## src/rtl/icache_pkg.sv

```systemverilog
// Shared types and widths for the direct-mapped instruction cache.
// Holds the refill FSM encoding and the saturating counter helper.
package icache_pkg;

   localparam int BLOCK_W      = 128;
   localparam int WORD_W       = 32;
   localparam int BLOCK_ADDR_W = 28;

   typedef enum logic [1:0] {
      IDLE     = 2'd0,
      MEM_READ = 2'd1,
      WRITE    = 2'd2
   } state_t;

   function automatic logic [31:0] sat_inc(input logic [31:0] v);
      return (v == 32'hFFFF_FFFF) ? v : v + 32'd1;
   endfunction

endpackage

```

## src/rtl/icache_line_store.sv

```systemverilog
// Valid/tag/data arrays: synchronous write, asynchronous read, async valid clear.
// Tag and data carry no reset; only the valid bits are cleared.
module icache_line_store
   import icache_pkg::*;
#(
   parameter int NUM_LINES = 8,
   parameter int IDX_W     = 3,
   parameter int TAG_W     = 25
) (
   input  logic               clock,
   input  logic               reset,
   input  logic               i_wr_en,
   input  logic [IDX_W-1:0]   i_wr_idx,
   input  logic [TAG_W-1:0]   i_wr_tag,
   input  logic [BLOCK_W-1:0] i_wr_data,
   input  logic [IDX_W-1:0]   i_rd_idx,
   output logic               o_rd_valid,
   output logic [TAG_W-1:0]   o_rd_tag,
   output logic [BLOCK_W-1:0] o_rd_data
);

   logic               r_valid [NUM_LINES];
   logic [TAG_W-1:0]   r_tag   [NUM_LINES];
   logic [BLOCK_W-1:0] r_data  [NUM_LINES];

   always_ff @(posedge clock or posedge reset) begin
      if (reset) begin
         for (int i = 0; i < NUM_LINES; i++) begin
            r_valid[i] <= 1'b0;
         end
      end else if (i_wr_en) begin
         r_valid[i_wr_idx] <= 1'b1;
      end
   end

   always_ff @(posedge clock) begin
      if (i_wr_en) begin
         r_tag[i_wr_idx]  <= i_wr_tag;
         r_data[i_wr_idx] <= i_wr_data;
      end
   end

   assign o_rd_valid = r_valid[i_rd_idx];
   assign o_rd_tag   = r_tag[i_rd_idx];
   assign o_rd_data  = r_data[i_rd_idx];

endmodule

```

## src/rtl/instruction_cache.sv

```systemverilog
// Direct-mapped read-only I-cache: 0-cycle combinational hit, stalls the CPU
// with cpu_busywait through a block refill (IDLE -> MEM_READ -> WRITE -> IDLE).
module instruction_cache
   import icache_pkg::*;
#(
   parameter int NUM_LINES = 8,
   parameter int IDX_W     = $clog2(NUM_LINES),
   parameter int TAG_W     = 28 - IDX_W
) (
   input  logic                    clock,
   input  logic                    reset,
   input  logic                    cpu_read,
   input  logic [31:0]             cpu_address,
   output logic [WORD_W-1:0]       cpu_instruction,
   output logic                    cpu_busywait,
   output logic                    mem_read,
   output logic [BLOCK_ADDR_W-1:0] mem_address,
   input  logic [BLOCK_W-1:0]      mem_readdata,
   input  logic                    mem_busywait,
   output logic [31:0]             hit_count,
   output logic [31:0]             miss_count
);

   state_t                  r_state;
   state_t                  w_next;
   logic [BLOCK_ADDR_W-1:0] r_blk_addr;
   logic [31:0]             r_hit_count;
   logic [31:0]             r_miss_count;

   logic [1:0]         w_off;
   logic [IDX_W-1:0]   w_idx;
   logic [TAG_W-1:0]   w_tag;
   logic               w_rd_valid;
   logic [TAG_W-1:0]   w_rd_tag;
   logic [BLOCK_W-1:0] w_rd_data;
   logic               w_hit;
   logic               w_hit_inc;
   logic               w_miss_inc;
   logic               w_fill_en;
   logic               w_unused;

   assign w_off    = cpu_address[3:2];
   assign w_idx    = cpu_address[4+IDX_W-1:4];
   assign w_tag    = cpu_address[31:4+IDX_W];
   assign w_unused = ^cpu_address[1:0];

   // Refill targets the block latched on entry to MEM_READ, not the live PC.
   icache_line_store #(
      .NUM_LINES (NUM_LINES),
      .IDX_W     (IDX_W),
      .TAG_W     (TAG_W)
   ) u_store (
      .clock      (clock),
      .reset      (reset),
      .i_wr_en    (w_fill_en),
      .i_wr_idx   (r_blk_addr[IDX_W-1:0]),
      .i_wr_tag   (r_blk_addr[BLOCK_ADDR_W-1:IDX_W]),
      .i_wr_data  (mem_readdata),
      .i_rd_idx   (w_idx),
      .o_rd_valid (w_rd_valid),
      .o_rd_tag   (w_rd_tag),
      .o_rd_data  (w_rd_data)
   );

   assign w_hit      = cpu_read && w_rd_valid && (w_rd_tag == w_tag);
   assign w_hit_inc  = (r_state == IDLE) && w_hit;
   assign w_miss_inc = (r_state == IDLE) && cpu_read && !w_hit;

   always_comb begin
      cpu_instruction = w_rd_data[31:0];
      case (w_off)
         2'd0:    cpu_instruction = w_rd_data[31:0];
         2'd1:    cpu_instruction = w_rd_data[63:32];
         2'd2:    cpu_instruction = w_rd_data[95:64];
         default: cpu_instruction = w_rd_data[127:96];
      endcase
   end

   always_ff @(posedge clock or posedge reset) begin
      if (reset) begin
         r_state <= IDLE;
      end else begin
         r_state <= w_next;
      end
   end

   always_comb begin
      w_next = r_state;
      case (r_state)
         IDLE:     if (w_miss_inc)    w_next = MEM_READ;
         MEM_READ: if (!mem_busywait) w_next = WRITE;
         WRITE:    w_next = IDLE;
         default:  w_next = IDLE;
      endcase
   end

   always_comb begin
      cpu_busywait = 1'b0;
      mem_read     = 1'b0;
      mem_address  = cpu_address[31:4];
      w_fill_en    = 1'b0;
      case (r_state)
         IDLE: begin
            cpu_busywait = cpu_read && !w_hit;
         end
         MEM_READ: begin
            cpu_busywait = 1'b1;
            mem_read     = 1'b1;
            mem_address  = r_blk_addr;
         end
         WRITE: begin
            cpu_busywait = 1'b1;
            mem_address  = r_blk_addr;
            w_fill_en    = 1'b1;
         end
         default: ;
      endcase
   end

   always_ff @(posedge clock or posedge reset) begin
      if (reset) begin
         r_blk_addr <= '0;
      end else if (w_miss_inc) begin
         r_blk_addr <= cpu_address[31:4];
      end
   end

   always_ff @(posedge clock or posedge reset) begin
      if (reset) begin
         r_hit_count  <= '0;
         r_miss_count <= '0;
      end else begin
         if (w_hit_inc)  r_hit_count  <= sat_inc(r_hit_count);
         if (w_miss_inc) r_miss_count <= sat_inc(r_miss_count);
      end
   end

   assign hit_count  = r_hit_count;
   assign miss_count = r_miss_count;

endmodule
```

## config.mk

```make
export PLATFORM = sky130hd
export DESIGN_NAME = instruction_cache
export DESIGN_NICKNAME = d
export VERILOG_FILES = /design/src/rtl/icache_pkg.sv /design/src/rtl/icache_line_store.sv /design/src/rtl/instruction_cache.sv
export SDC_FILE = /design/constraint.sdc
export NUM_CORES = 1
export LEC_CHECK = 0
export CAP_MARGIN = 10
export CELL_PAD_IN_SITES_DETAIL_PLACEMENT = 0
export CELL_PAD_IN_SITES_GLOBAL_PLACEMENT = 1
export CORE_UTILIZATION = 40
export CTS_BUF_LIST = sky130_fd_sc_hd__clkbuf_4
export DETAILED_ROUTE_END_ITERATION = 10
export PLACE_DENSITY_LB_ADDON = 0.3
export SLEW_MARGIN = 20
export SYNTH_ARGS = -nofsm -noshare
export SYNTH_HDL_FRONTEND = slang
export SYNTH_SLANG_ARGS = --single-unit
```

## constraint.sdc

```tcl
create_clock -name clock -period 13.3 [get_ports clock]
set_clock_uncertainty 0.2 [all_clocks]
set_input_delay 1.995 -clock clock [delete_from_list [all_inputs] [get_ports clock]]
set_output_delay 1.995 -clock clock [all_outputs]
set_load 0.03 [all_outputs]
```

==> results of run 1 <==
-- metrics by stage --
step                      area (sq um)  setup WS [ps]  power (mW)  utilization
after floorplan                  51700            922        6.12            -
after global placement           56500           4840        6.62        0.442
after detailed placement         56500           4850        6.67        0.442
after CTS                        60500           4770        9.99        0.473
after global routing             60500           4540        10.3        0.473
final                            60500           4840        9.82        0.474
-- Yosys cell counts, types with 27 or more instances --
cell type                  count  area [sq um]
sky130_fd_sc_hd__mux4_2      304          6850
sky130_fd_sc_hd__mux2_2       69           777
sky130_fd_sc_hd__nor2_1       41           154
sky130_fd_sc_hd__nor3_1       31           155
sky130_fd_sc_hd__dfrtp_1     102          2550
sky130_fd_sc_hd__clkbuf_1     43           161
sky130_fd_sc_hd__nand4_1      32           200
sky130_fd_sc_hd__buf_1        27           101
sky130_fd_sc_hd__mux2i_1     144          1440
sky130_fd_sc_hd__nand2_1      27           101
sky130_fd_sc_hd__a21oi_1      30           150
sky130_fd_sc_hd__edfxtp_1   1224         36800
sky130_fd_sc_hd__buf_2        30           150
sky130_fd_sc_hd__xnor2_1      46           403
-- power breakdown --
group          internal, mW  switching, mW  total (mW)
sequential             5.01          0.179        5.19
combinational         0.556          0.811        1.37
clock                  1.73           1.54        3.27
total                  7.29           2.53        9.82
-- final cells by class --
cell class,instances,area share
repair buffers,322,0.0537
well taps,1662,0.0344
clock buffers,487,0.0604
multi-input cells,932,0.195
clock inverters,73,0.00606
inverters,15,0.000971
flip-flops and latches,1326,0.649
diodes,11,0.000455
-- routing by layer --
layer / track usage / up-vias / part of all wire
met1: 0.229 / 13600 / 0.40
met4: 0.0638 / 36 / 0.020
met2: 0.302 / 811 / 0.50
li1: - / 11300 / -
met3: 0.0596 / 237 / 0.073
met5: 0 / - / 0.0018
-- flip-flops by register name (all words and copies together), names as in the netlist --
register         cells
hit_count           32
r_state              2
miss_count          32
u_store.r_tag      200
u_store.r_valid      8
u_store.r_data    1024
r_blk_addr          28
-- kinds of logic (layout without fill, tap and decap cells) --
family | count (synthesis) | in the layout | synth area share
muxes | 517 | 517 | 0.175
buffers and inverters | 135 | 897 | 0.0126
other | 0 | 11 | 0
DFF | 1326 | 1326 | 0.761
AOI/OAI and AO/OA | 99 | 99 | 0.0126
adders and majority gates | 7 | 7 | 0.00169
and+or+nand+nor | 237 | 237 | 0.0250
xor gates and xnor gates | 72 | 72 | 0.0122
-- critical path, stage by stage --
cell and delay (ps):
sky130_fd_sc_hd__buf_8 470, sky130_fd_sc_hd__buf_12 670, sky130_fd_sc_hd__mux4_2 610, sky130_fd_sc_hd__mux2i_1 230, sky130_fd_sc_hd__xor2_1 190, sky130_fd_sc_hd__nand4_1 280, sky130_fd_sc_hd__or3_1 510, sky130_fd_sc_hd__o311ai_4 340
sky130_fd_sc_hd__a21oi_1 130, sky130_fd_sc_hd__clkdlybuf4s50_1 660
-- path summary, 6_finish.rpt --
path,from,endpoint,slack [ps],depth (start not counted)
setup / recovery,cpu_address[4],cpu_busywait,4840,10
hold / removal,u_store.r_valid[4],u_store.r_valid[4],260,1
setup reg to reg,u_store.r_tag[7][2],miss_count[21],9430,10
hold reg to reg,u_store.r_valid[4],u_store.r_valid[4],260,1
max in group asynchronous,reset,hit_count[9],10510,3
min in group asynchronous,reset,miss_count[0],1000,2
==> Flow_metrics.wiki, run 1 <==
{| class="wikitable"
! Metric !! Value
|-
| Slew at the pin with the worst max-slew slack || 1030 ps
|-
| Layout-stage area growth over the synthesis result || 17.1%
|-
| Final-report max-slew violation count || 0
|-
| Kind of capture point of the worst setup path || output port
|-
| Remaining global-route overflow || 0
|-
| Detailed-route vias per instance || 5.37
|-
| Number of top-level design ports || 290
|-
| Startpoint kind of the worst setup timing path || primary input
|-
| Commonest non-fill, non-tap cell in the layout || sky130_fd_sc_hd__edfxtp_1
|-
| Number of global-route vias before repair || 28300
|-
| Maximum number of pins on one net before global-route repair || 139
|-
| CTS HTree Levels || 5
|-
| Synth Net Count || 2564
|-
| Deepest clock path buffer count || 4
|-
| Clock latency on the worst-skew pair || 1210 ps
|-
| Average wire per standard cell || 24.7 um
|-
| Number of instances in the placed design || 4257
|-
| Timing-limited maximum frequency || 0.118 GHz
|-
| Multi-input gate area in the final layout || 11800 sq um
|-
| Number of antenna violations at the first check in global routing || 32
|-
| Peak supply drop || 0.0000863 V
|-
| Floorplan die width || 361 um
|-
| Setup TNS || 0 ps
|-
| Initial Util || 0.404
|-
| Number of cells in the finished layout apart from fillers || 4828
|-
| Worst setup path category || primary input to output port
|-
| Hold buffers post-CTS || 0
|-
| Share of synthesized flip-flops with an asynchronous set or reset || 0.0769
|-
| Fin. Hold Viols || 0
|-
| DR pass1 iterations || 5
|-
| Post-CTS Setup Bufs || 0
|-
| MaxCap Viol Count || 0
|-
| Leak pwr || 20.2 nW
|-
| Clock tree from TritonCTS || yes
|-
| Worst hold slack after final layout || 264 ps
|-
| Mapped Cells || 2393
|-
| Avg Synthesized Cell Area || 21.6 sq um
|-
| Floorplan die area || 131000 sq um
|-
| Class of the most critical hold timing path || flop to flop
|-
| Total clock buffers created by CTS || 351
|-
| Drt first-iter violations || 1786
|-
| Number of synthesized register bits || 1326
|-
| Post-synthesis cell type count || 43
|-
| Root buffer selected by CTS || sky130_fd_sc_hd__clkbuf_4
|-
| Total number of vias || 25900
|-
| Count of synthesis-stage warnings from yosys || 0
|-
| CP max FO || 109
|-
| CTS-repair resized insts || 0
|-
| Slew HR || 0.313
|-
| Number of clock sinks || 1326
|-
| Buffers added on ports || 287
|-
| Core region area || 128000 sq um
|-
| Final Setup Violations || 0
|-
| Layout filler cell count || 10700
|-
| Number of placement rows || 131
|-
| Count of flip-flops with a built-in enable after synthesis || 1224
|-
| DRT Wirelength || 119 mm
|-
| Global-route total usage across every layer || 0.184
|-
| Setup repair after global routing missed its margin || false
|-
| Fraction of layout instances using a drive strength above 1 || 0.299
|-
| Final clock period utilization by the worst path || 0.636
|-
| Detailed placer's ending HPWL || 63.0 mm
|-
| Die boundary height || 361 um
|-
| DRC viols || 0
|-
| Routed Antenna Nets || 0
|-
| Sequential standard cell area || 39300 sq um
|-
| CP Data Required Time || 11100 ps
|-
| Commonest cells after routing, fill and taps aside || sky130_fd_sc_hd__edfxtp_1 (1224), sky130_fd_sc_hd__clkbuf_4 (487), sky130_fd_sc_hd__mux4_2 (304)
|-
| Worst endpoint data arrival time || 6270 ps
|-
| Share of the yosys chip area belonging to registers || 0.761
|-
| Number of nets in the layout || 3119
|-
| Time the final worst path needs with I/O delays and setup || 8460 ps
|-
| Clock slew seen by the registers of the worst setup and hold paths || 60 ps
|-
| Most frequently used flop master after synthesis || sky130_fd_sc_hd__edfxtp_1
|-
| Placer congestion estimate || 0.770
|-
| Post-synth design cell area || 51700 sq um
|-
| Run status || finished clean
|-
| Wire length of the first global-routing pass || 177 mm
|-
| Power per cell area || 162 nW/um^2
|}
Note: power is estimated with default switching activity, not from simulation.
==> run 2: changes to the inputs <==
- clock period: 13.3 -> 7.45 ns (I/O delays scaled with it)
==> run 2 against run 1 <==
Critical path depth stayed put. Sequential share of layout area is 0.24 points lower. Core utilization is 0.18 points higher. Die area stayed put. Final cell count is 0.64% higher. Clock power is 82% higher. Largest cell class unchanged.
==> Flow_metrics.wiki, run 2 (synthesis results as in run 1) <==
{| class="wikitable"
! Metric !! Value
|-
| Clock slew seen by the registers of the worst setup and hold paths || 60 ps (about the same)
|-
| Detailed placer's ending HPWL || 64.8 mm (+2.8%)
|-
| Clock latency on the worst-skew pair || 1260 ps (+50 ps)
|-
| Critical Path Most Common Cell || sky130_fd_sc_hd__or3_1
|-
| Die boundary height || 361 um (unchanged)
|-
| Worst hold slack after final layout || 192 ps (-72.0 ps)
|-
| Setup TNS || 0 ps (unchanged)
|-
| Detailed-route vias per instance || 5.32 (-0.86%)
|-
| CTS-repair resized insts || 0 (unchanged)
|-
| Fraction of layout instances using a drive strength above 1 || 0.305 (+0.00610)
|-
| Final-report max-slew violation count || 0 (unchanged)
|-
| Number of antenna violations at the first check in global routing || 17 (-47%)
|-
| Commonest non-fill, non-tap cell in the layout || sky130_fd_sc_hd__edfxtp_1
|-
| Cell-by-cell trace of the critical path || buf_8, buf_12, nand2_1, o22ai_1, or3_1, nand4_1, or3_1, o311ai_4, a21oi_1, clkdlybuf4s50_1
|-
| Largest registers || u_store.r_data x1024, u_store.r_tag x200
|-
| Fin. Hold Viols || 0 (unchanged)
|-
| CTS HTree Levels || 5 (unchanged)
|-
| Register ranked first by flip-flop count || u_store.r_data
|-
| Run status || finished clean
|-
| CP Data Required Time || 6130 ps (-4970 ps)
|-
| Maximum number of pins on one net before global-route repair || 131 (-5.8%)
|-
| Biggest cell delay along the critical path || 610 ps (-60 ps)
|-
| Remaining global-route overflow || 0 (unchanged)
|-
| Kind of capture point of the worst setup path || output port
|-
| Met1 layer wirelength in the final routing || 50.6 mm (+5.3%)
|-
| Buffers added on ports || 287 (unchanged)
|-
| Total clock buffers created by CTS || 354 (+0.85%)
|-
| Flip-flop count of the largest register, all copies and words added || 1024 (unchanged)
|-
| Root buffer selected by CTS || sky130_fd_sc_hd__clkbuf_4
|-
| Commonest cells after routing, fill and taps aside || sky130_fd_sc_hd__edfxtp_1 (1224), sky130_fd_sc_hd__clkbuf_4 (501), sky130_fd_sc_hd__mux4_2 (304)
|-
| Drt first-iter violations || 1747 (-2.2%)
|-
| Floorplan die area || 131000 sq um (unchanged)
|-
| CP max stage cell || sky130_fd_sc_hd__clkdlybuf4s50_1
|-
| Highest metal layer with signal wires || met5
|-
| Number of top-level design ports || 290 (unchanged)
|-
| Sum of met3 wire segment lengths after detailed routing || 7.09 mm (-19%)
|-
| Number of placement rows || 131 (unchanged)
|-
| Class of the most critical hold timing path || primary input to asynchronous set/reset pin
|-
| Power per cell area || 291 nW/um^2 (+79%)
|-
| Reg2reg start || u_store.r_tag[1][19]
|-
| DRC viols || 0 (unchanged)
|-
| Number of nets in the layout || 3134 (+0.48%)
|-
| Hold buffers post-CTS || 0 (unchanged)
|-
| Count of buffering cells on the critical path with inverters included || 3 (unchanged)
|-
| Worst setup path startpoint || cpu_address[5]
|-
| Startpoint kind of the worst setup timing path || primary input
|-
| Number of global-route vias before repair || 28300 (+0.25%)
|-
| CP max FO || 124 (+14%)
|-
| Timing-limited maximum frequency || 0.170 GHz
|-
| Global-route total usage across every layer || 0.184 (+0.000416)
|-
| Routed Antenna Nets || 0 (unchanged)
|-
| Clock tree from TritonCTS || yes
|-
| Worst setup path category || primary input to output port
|-
| Endpoint of the lowest-slack register-to-register path || miss_count[1]
|-
| Average wire per standard cell || 24.6 um (-0.63%)
|-
| Number of cells on the worst reg-to-reg path || 9 (-1)
|-
| Core region area || 128000 sq um (unchanged)
|-
| Layout filler cell count || 10700 (-0.33%)
|-
| Initial Util || 0.404 (unchanged)
|-
| Peak supply drop || 0.000153 V (+77%)
|-
| Post-CTS Setup Bufs || 0 (unchanged)
|-
| MaxCap Viol Count || 0 (unchanged)
|-
| Critical path endpoint || cpu_busywait
|-
| Register-to-Register Setup Slack || 3700 ps (-5730 ps)
|-
| Worst path depth || 10 (unchanged)
|-
| Time the final worst path needs with I/O delays and setup || 5870 ps
|-
| Worst endpoint data arrival time || 4550 ps (-1720 ps)
|-
| Post-placement worst setup slack || 1600 ps (-3260 ps)
|-
| Final Setup Violations || 0 (unchanged)
|-
| Setup repair after global routing missed its margin || false
|-
| Slew HR || 0.274 (-0.0387)
|-
| DRT Wirelength || 119 mm (about the same)
|-
| Slack of the critical path || 1580 ps (-3260 ps)
|-
| Leak pwr || 20.4 nW (+0.77%)
|-
| Wire length of the first global-routing pass || 177 mm (+0.30%)
|-
| Slew at the pin with the worst max-slew slack || 1090 ps (+58.0 ps)
|-
| Final clock period utilization by the worst path || 0.788
|-
| Category of cells accounting for the largest share of critical-path delay || buffers and inverters
|-
| Total number of vias || 25900 (-0.22%)
|-
| Layout-stage area growth over the synthesis result || 17.6%
|-
| Number of clock sinks || 1326 (unchanged)
|-
| Deepest clock path buffer count || 4 (unchanged)
|-
| Placer congestion estimate || 0.780 (+1.4%)
|-
| Floorplan die width || 361 um (unchanged)
|-
| Total met2 wirelength after detailed routing || 58.7 mm (-2.1%)
|-
| DR pass1 iterations || 5 (unchanged)
|}
run 2: cell count changes in the layout (fill, tap and decap cells not counted), sizes merged:
cell / before / now
buf: 39 / 51
clkbuf: 487 / 501
clkinv: 67 / 71
diode: 11 / 10
inv: 18 / 20
run 2: how the worst min path moves through the flow:
stage	cells after the start	start	to
after floorplan	1	u_store.r_valid[1]	u_store.r_valid[1]
after global placement	1	u_store.r_valid[6]	u_store.r_valid[6]
after detailed placement	1	u_store.r_valid[3]	u_store.r_valid[3]
after CTS	2	reset	r_blk_addr[19]
after global routing	2	reset	r_blk_addr[11]
final	2	reset	r_blk_addr[18]
run 2: metrics by stage:
stage	cells	area, sq um	utilization	total power [mW]
2_1_floorplan	2393	51700	-	10.9
3_3_place_gp	4269	56600	0.443	11.8
3_5_place_dp	4269	56600	0.443	11.9
4_1_cts	4849	60700	0.475	18.0
5_1_grt	4857	60800	0.475	18.5
6_report	4859	60800	0.475	17.7
run 2: where the power goes:
| group | internal, mW | switching [mW] | leakage (nW) |
|---|---|---|---|
| logic | 0.998 | 1.45 | 5.49 |
| registers | 8.95 | 0.320 | 12.4 |
| clock network | 3.17 | 2.80 | 2.51 |
| total | 13.1 | 4.57 | 20.4 |
run 2: area by class of cell:
type	count	area [sq um]	area share
sequential	1326	39300	0.647
multi-input combinational	932	11800	0.194
clock buffer	501	3760	0.0619
timing repair buffer	334	3340	0.0549
tap	1662	2080	0.0342
clock inverter	79	390	0.00642
inverter	15	58.8	0.000968
antenna	10	25.0	0.000412
run 2: routing by layer:
layer | GRT usage | vias up
met5 | 0 | -
met4 | 0.0718 | 22
met3 | 0.0478 | 248
met2 | 0.301 | 773
met1 | 0.236 | 13500
li1 | - | 11300
run 2: worst reg2reg max path: stages (launching register included):
cell and delay [ps]:
sky130_fd_sc_hd__edfxtp_1 380, sky130_fd_sc_hd__mux4_2 460, sky130_fd_sc_hd__mux2i_1 220, sky130_fd_sc_hd__xor2_1 260, sky130_fd_sc_hd__nand4_1 190, sky130_fd_sc_hd__or3_1 460, sky130_fd_sc_hd__o311ai_4 330, sky130_fd_sc_hd__buf_4 530
sky130_fd_sc_hd__nor2_2 270, sky130_fd_sc_hd__mux2_2 330
==> run 3: changes to the inputs <==
- clock period: 7.45 -> 5.18 ns (I/O delays scaled with it)
==> run 3 against run 2 <==
Flip-flop and latch count is the same. Core utilization is 1.6 points higher. Critical path type is now flop to output port. Highest routed layer unchanged. Critical endpoint unchanged. Largest power group unchanged. Setup slack lost 1300 ps.
==> Flow_metrics.wiki, run 3 (synthesis results as in run 1) <==
{| class="wikitable"
! Metric !! Value
|-
| Power per cell area || 409 nW/um^2 (+40%)
|-
| Register ranked first by flip-flop count || u_store.r_data
|-
| Worst endpoint data arrival time || 3890 ps (-660 ps)
|-
| Register-to-Register Setup Slack || 1430 ps (-2270 ps)
|-
| Reg2reg start || u_store.r_tag[7][19]
|-
| Final Setup Violations || 0 (unchanged)
|-
| Total number of vias || 26400 (+2.1%)
|-
| Commonest cells after routing, fill and taps aside || sky130_fd_sc_hd__edfxtp_1 (1224), sky130_fd_sc_hd__clkbuf_4 (503), sky130_fd_sc_hd__mux4_2 (304)
|-
| Startpoint kind of the worst setup timing path || flop
|-
| Slew at the pin with the worst max-slew slack || 1130 ps (+40.6 ps)
|-
| Fin. Hold Viols || 0 (unchanged)
|-
| Clock slew seen by the registers of the worst setup and hold paths || 70 ps (about the same)
|-
| Time the final worst path needs with I/O delays and setup || 4860 ps
|-
| Final clock period utilization by the worst path || 0.939
|-
| Total met2 wirelength after detailed routing || 59.0 mm (+0.57%)
|-
| Floorplan die width || 361 um (unchanged)
|-
| Wire length of the first global-routing pass || 178 mm (+0.32%)
|-
| DR pass1 iterations || 5 (unchanged)
|-
| Deepest clock path buffer count || 4 (unchanged)
|-
| Layout-stage area growth over the synthesis result || 21.5%
|-
| Critical path endpoint || cpu_busywait
|-
| Met1 layer wirelength in the final routing || 49.6 mm (-2.0%)
|-
| Global-route total usage across every layer || 0.184 (about the same)
|-
| Die boundary height || 361 um (unchanged)
|-
| Flip-flop count of the largest register, all copies and words added || 1024 (unchanged)
|-
| Run status || finished clean
|-
| Fraction of layout instances using a drive strength above 1 || 0.301 (-0.00366)
|-
| Setup TNS || 0 ps (unchanged)
|-
| CP max FO || 2 (-98%)
|-
| Floorplan die area || 131000 sq um (unchanged)
|-
| Switching part of the total power || 0.259 (about the same)
|-
| Remaining global-route overflow || 0 (unchanged)
|-
| Class of the most critical hold timing path || primary input to flop
|-
| Routed Antenna Nets || 0 (unchanged)
|-
| Clock tree from TritonCTS || yes
|-
| Clock latency on the worst-skew pair || 1290 ps (+30 ps)
|-
| Number of placement rows || 131 (unchanged)
|-
| CP Data Required Time || 4200 ps (-1930 ps)
|-
| Core region area || 128000 sq um (unchanged)
|-
| Worst setup path category || flop to output port
|-
| Total clock buffers created by CTS || 355 (+0.28%)
|-
| Number of cells on the worst reg-to-reg path || 10 (+1)
|-
| Clock network fraction of design power || 0.336 (about the same)
|-
| Drt first-iter violations || 1804 (+3.3%)
|-
| Highest metal layer with signal wires || met5
|-
| Number of clock sinks || 1326 (unchanged)
|-
| Fraction of power consumed by combinational cells || 0.144 (+0.005)
|-
| Worst setup path startpoint || u_store.r_tag[7][19]
|-
| Root buffer selected by CTS || sky130_fd_sc_hd__clkbuf_4
|-
| Timing-limited maximum frequency || 0.206 GHz
|-
| Number of antenna violations at the first check in global routing || 12 (-5)
|-
| Detailed placer's ending HPWL || 64.4 mm (-0.57%)
|-
| Average wire per standard cell || 23.8 um (-3.3%)
|-
| Kind of capture point of the worst setup path || output port
|-
| Maximum number of pins on one net before global-route repair || 141 (+7.6%)
|-
| Peak supply drop || 0.000241 V (+58%)
|-
| Commonest non-fill, non-tap cell in the layout || sky130_fd_sc_hd__edfxtp_1
|-
| Detailed-route vias per instance || 5.25 (-1.3%)
|-
| Number of nets in the layout || 3296 (+5.2%)
|-
| Sum of met3 wire segment lengths after detailed routing || 7.74 mm (+9.2%)
|-
| Placer congestion estimate || 0.786 (+0.77%)
|-
| DRC viols || 0 (unchanged)
|-
| Internal || 19.0 mW (+45%)
|-
| Layout filler cell count || 10500 (-1.5%)
|-
| MaxCap Viol Count || 0 (unchanged)
|-
| Worst hold slack after final layout || 136 ps (-56.3 ps)
|-
| Largest registers || u_store.r_data x1024, u_store.r_tag x200
|-
| Slew HR || 0.247 (-0.0271)
|-
| Power spent charging and discharging nets || 6.63 mW (+45%)
|-
| Leak pwr || 21.2 nW (+4.1%)
|-
| Number of instances in the placed design || 4280 (+0.26%)
|-
| Initial Util || 0.404 (unchanged)
|-
| DRT Wirelength || 119 mm (about the same)
|-
| Final-report max-slew violation count || 0 (unchanged)
|-
| Number of top-level design ports || 290 (unchanged)
|-
| Number of cells in the finished layout apart from fillers || 5026 (+3.4%)
|-
| Buffers added on ports || 287 (unchanged)
|-
| CTS HTree Levels || 5 (unchanged)
|-
| Number of global-route vias before repair || 28700 (+1.3%)
|-
| Endpoint of the lowest-slack register-to-register path || miss_count[9]
|-
| Register share of total power || 0.520 (-0.004)
|-
| Setup repair after global routing missed its margin || false
|}
run 3: changes by cell type in the layout (fill, tap and decap cells not counted), sizes merged:
cell / before / now
buf: 51 / 84
clkbuf: 501 / 503
clkdlybuf4s50: 283 / 262
clkinv: 71 / 73
clkinvlp: 0 / 2
diode: 10 / 12
dlygate4sd3: 0 / 149
inv: 20 / 18
run 3: timing repair:
action	CTS	global route
hold endpoints to repair	1083	0
pin swaps	2	0
resized for setup	4	4
endpoints found under the setup margin	1	1
buffers inserted	1	0
hold buffers	149	0
run 3: stage by stage:
step	instance area [sq um]	worst slack, ps	total power [mW]	util
after floorplan	51700	-320	15.6	-
after global placement	57100	271	17.1	0.446
after detailed placement	57100	319	17.2	0.446
after CTS	62800	6.29	26.0	0.491
after global routing	62800	35.4	26.8	0.491
final	62800	317	25.7	0.491
run 3: critical path, stage by stage (launching register included):
cell and delay (ps):
sky130_fd_sc_hd__edfxtp_1 370, sky130_fd_sc_hd__mux4_2 460, sky130_fd_sc_hd__mux2i_1 210, sky130_fd_sc_hd__xor2_1 290, sky130_fd_sc_hd__nand4_1 220, sky130_fd_sc_hd__or3_1 460, sky130_fd_sc_hd__o311ai_4 330, sky130_fd_sc_hd__a21oi_1 120
sky130_fd_sc_hd__buf_2 190
run 3: layer usage:
layer | vias up | GRT usage
met5 | - | 0
met4 | 10 | 0.0675
met3 | 237 | 0.0491
li1 | 11600 | -
met2 | 831 | 0.303
met1 | 13700 | 0.235
run 3: how the worst min path moves through the flow:
stage	from	end	slack, ps	cells past startpoint
2_1_floorplan	u_store.r_valid[1]	u_store.r_valid[1]	230	1
3_3_place_gp	u_store.r_valid[6]	u_store.r_valid[6]	250	1
3_5_place_dp	u_store.r_valid[0]	u_store.r_valid[0]	250	1
4_1_cts	mem_readdata[115]	u_store.r_data[3][115]	3	1
5_1_grt	cpu_address[20]	r_blk_addr[16]	5	2
6_report	mem_readdata[53]	u_store.r_data[7][53]	140	1
run 3: cell type report:
class / count / area (sq um) / share of cell area
sequential: 1326 / 39300 / 0.626
multi-input combinational: 932 / 11800 / 0.188
timing repair buffer: 495 / 5310 / 0.0846
clock buffer: 503 / 3780 / 0.0601
tap: 1662 / 2080 / 0.0331
clock inverter: 81 / 407 / 0.00648
inverter: 15 / 61.3 / 0.000976
antenna: 12 / 30.0 / 0.000478
run 3: power groups by stage:
stage | registers (mW) | logic, mW | clock network, mW
CTS | 13.3 | 3.78 | 8.93
global route | 13.4 | 3.94 | 9.48
global placement | 13.5 | 3.62 | 0
finish | 13.3 | 3.69 | 8.63
floorplan | 13.5 | 2.10 | 0
detailed placement | 13.6 | 3.65 | 0
==> variant, RTL diff (flow settings as in run 3) <==
Make the reset (`reset`) synchronous in 4 clocked blocks. Comments in the files are not updated.
--- a/src/rtl/icache_line_store.sv
+++ b/src/rtl/icache_line_store.sv
@@ -23,7 +23,7 @@
    logic [TAG_W-1:0]   r_tag   [NUM_LINES];
    logic [BLOCK_W-1:0] r_data  [NUM_LINES];
 
-   always_ff @(posedge clock or posedge reset) begin
+   always_ff @(posedge clock) begin
       if (reset) begin
          for (int i = 0; i < NUM_LINES; i++) begin
             r_valid[i] <= 1'b0;
--- a/src/rtl/instruction_cache.sv
+++ b/src/rtl/instruction_cache.sv
@@ -76,7 +76,7 @@
       endcase
    end
 
-   always_ff @(posedge clock or posedge reset) begin
+   always_ff @(posedge clock) begin
       if (reset) begin
          r_state <= IDLE;
       end else begin
@@ -117,7 +117,7 @@
       endcase
    end
 
-   always_ff @(posedge clock or posedge reset) begin
+   always_ff @(posedge clock) begin
       if (reset) begin
          r_blk_addr <= '0;
       end else if (w_miss_inc) begin
@@ -125,7 +125,7 @@
       end
    end
 
-   always_ff @(posedge clock or posedge reset) begin
+   always_ff @(posedge clock) begin
       if (reset) begin
          r_hit_count  <= '0;
          r_miss_count <= '0;
Check against the original RTL: not settled (the Yosys comparison gave no result); the edit may change what the design does.
==> variant against run 3 <==
- synthesized area grew 0.35%
- design area rose by 0.29%
- worst setup slack lost 0.011 ns
- sequential cell count unchanged
- final cell count increased by 5.1%
- routed wire length is 5.6% higher
- largest cell class unchanged
- highest routed layer unchanged
Power is not compared: it rests on default switching activity, and its combinational part moved more than twofold at a synthesized area within 25%.
==> variant: results (changes against run 3) <==
The depth of the CTS H-tree is 5 (unchanged), and the placed cell count is 4537 (+6.0%). Ranked by total cell area, the synthesized netlist is headed by sky130_fd_sc_hd__edfxtp_1, sky130_fd_sc_hd__mux4_2, sky130_fd_sc_hd__dfxtp_1. The total of warnings raised by yosys was 0 (unchanged). The routed length per instance was 23.9 um (+0.41%); the global-route usage over all layers was 19.4% (+0.95 points). The leakage power figure was 20.6 nW. The flow ran to the end, and the final reports show no timing, DRC or antenna violations. Number of standard cells in the layout, taps in and fillers out: 5284 (+5.1%).

The iteration-0 DRC count of the detailed router was 2242 (+24%). The number of global-route vias before repair came out at 30200 (+5.1%). The run gives 53.8 mm (+8.5%) as the detailed-routing wirelength on met1.

In this run the top signal layer used is met5. The post-detailed-placement half-perimeter wirelength is 71.8 mm (+12%), and the clock-pin transition on the worst setup and hold timing paths is 0.06 ns. The async set or reset register ratio after synthesis works out to 0% (-7.7 points). By count the netlist is led by sky130_fd_sc_hd__edfxtp_1, sky130_fd_sc_hd__mux4_2, sky130_fd_sc_hd__mux2i_1.

The met2 wire length came out at 62.2 mm (+5.5%). The worst-path maximum fanout is 2 (unchanged), and the synthesized netlist net count is 2746 (+7.1%). The tools report the length of the first detailed-routing pass in iterations as 5 (unchanged).

The kind of cell adding the most delay to the critical path was simple AND/OR/NAND/NOR gates. The number of instances in the synthesized netlist is 2575 (+7.6%). The sequential-to-total area share from yosys stat was 74.8% (-1.2 points); the peak supply drop was 0.213 mV. The type of the most critical hold path is input pin to register. The detailed-routed wire length on met3 was 7.59 mm (-1.9%); the slew at the pin closest to its max-slew limit was 0.873 ns (-0.256 ns). CTS placed an instance of sky130_fd_sc_hd__clkbuf_4 at the clock tree root. For the largest net degree at the start of global routing, the log shows 103 (-27%). The number of enable-type register cells in the synthesized netlist was 1224 (unchanged).

The run gives 356 (+0.28%) as the number of buffers added by the clock tree synthesis step. Power per unit of standard cell area: 354 nW/um^2. For the global placer's final weighted congestion, the log shows 0.770 (-2.1%). The logs give 61 (+42%) for the count of distinct cell types in the synthesized netlist and 3.90 ns (about the same) for the data arrival time at the worst-slack endpoint. Met2 track demand over resource in global routing: 31.3% (+0.95 points). The most instantiated flip-flop cell in the synthesis netlist was sky130_fd_sc_hd__edfxtp_1.

The fraction of final layout cells sized beyond drive strength 1 is 28.1% (-2.0 points), and the initial antenna violation count is 16 (+4). The tools report the source-to-sink clock delay at the later pin of the worst-skew pair as 1.26 ns (-0.03 ns). Cell with the biggest individual delay on the critical path: sky130_fd_sc_hd__mux4_1.

The met1 track demand over resource in global routing came out at 25.7% (+2.2 points). The fill cell total of the finished layout was 10700 (+1.5%). Stage delay of the slowest cell on the critical path: 0.50 ns (+0.04 ns).

The met3 usage was 4.73% (-0.18 points); the total net switching power was 5.17 mW. The number of nets in the finished design came out at 3492 (+5.9%). The global-route wire length before repair was 188 mm (+5.4%). The count of buffers added by post-CTS timing repair for setup is 0 (-1), and the portion of total power attributed to combinational logic is 8.2%. Power attributed to the clock group is 8.52 mW. Total via count in the routed design: 27800 (+5.5%).
## variant: kinds of logic (layout without fill, tap and decap cells)
| group | Yosys count | count (layout) | share of synthesized area (%) |
|---|---|---|---|
| buf+inv | 147 | 1119 | 1.33 |
| fa+ha+maj | 7 | 7 | 0.169 |
| compound gates | 171 | 171 | 2.06 |
| other cells | 0 | 8 | 0 |
| xor+xnor | 36 | 36 | 0.608 |
| simple gates | 390 | 390 | 3.84 |
| flops | 1326 | 1326 | 74.8 |
| mux | 498 | 498 | 17.2 |
## variant: area by class of cell
type	count	area [um^2]	share of cell area, %
flip-flops and latches	1326	38800	61.6
multi-input cells	1102	12500	19.8
repair buffers	524	5380	8.54
clock buffers	492	3690	5.87
well taps	1729	2160	3.44
clock inverters	92	417	0.662
inverters	11	41.3	0.0656
diodes	8	20.0	0.0318
## variant: path summary, 6_finish.rpt
| check | to | slack (ns) | from | depth (start not counted) |
|---|---|---|---|---|
| setup / recovery | cpu_busywait | 0.31 | u_store.r_tag[2][0] | 10 |
| hold / removal | u_store.r_data[3][27] | 0.16 | mem_readdata[27] | 1 |
| setup reg to reg | hit_count[19] | 1.31 | u_store.r_tag[5][22] | 10 |
| hold reg to reg | u_store.r_valid[7] | 0.27 | u_store.r_valid[7] | 2 |
## variant: what timing repair did
action / 4_1_cts / 5_1_grt
hold endpoints to repair: 1045 / 0
hold buffers: 155 / 0
gates resized for setup: 1 / 0
endpoints found under the setup margin: 1 / 0
## variant: stage by stage
step,setup slack [ns],utilization (%),area (um^2)
2_1_floorplan,-0.236,-,51900
3_3_place_gp,0.281,44.7,57200
3_5_place_dp,0.288,44.8,57300
4_1_cts,0.0480,49.2,62900
5_1_grt,0.00151,49.2,63000
6_report,0.306,49.2,63000
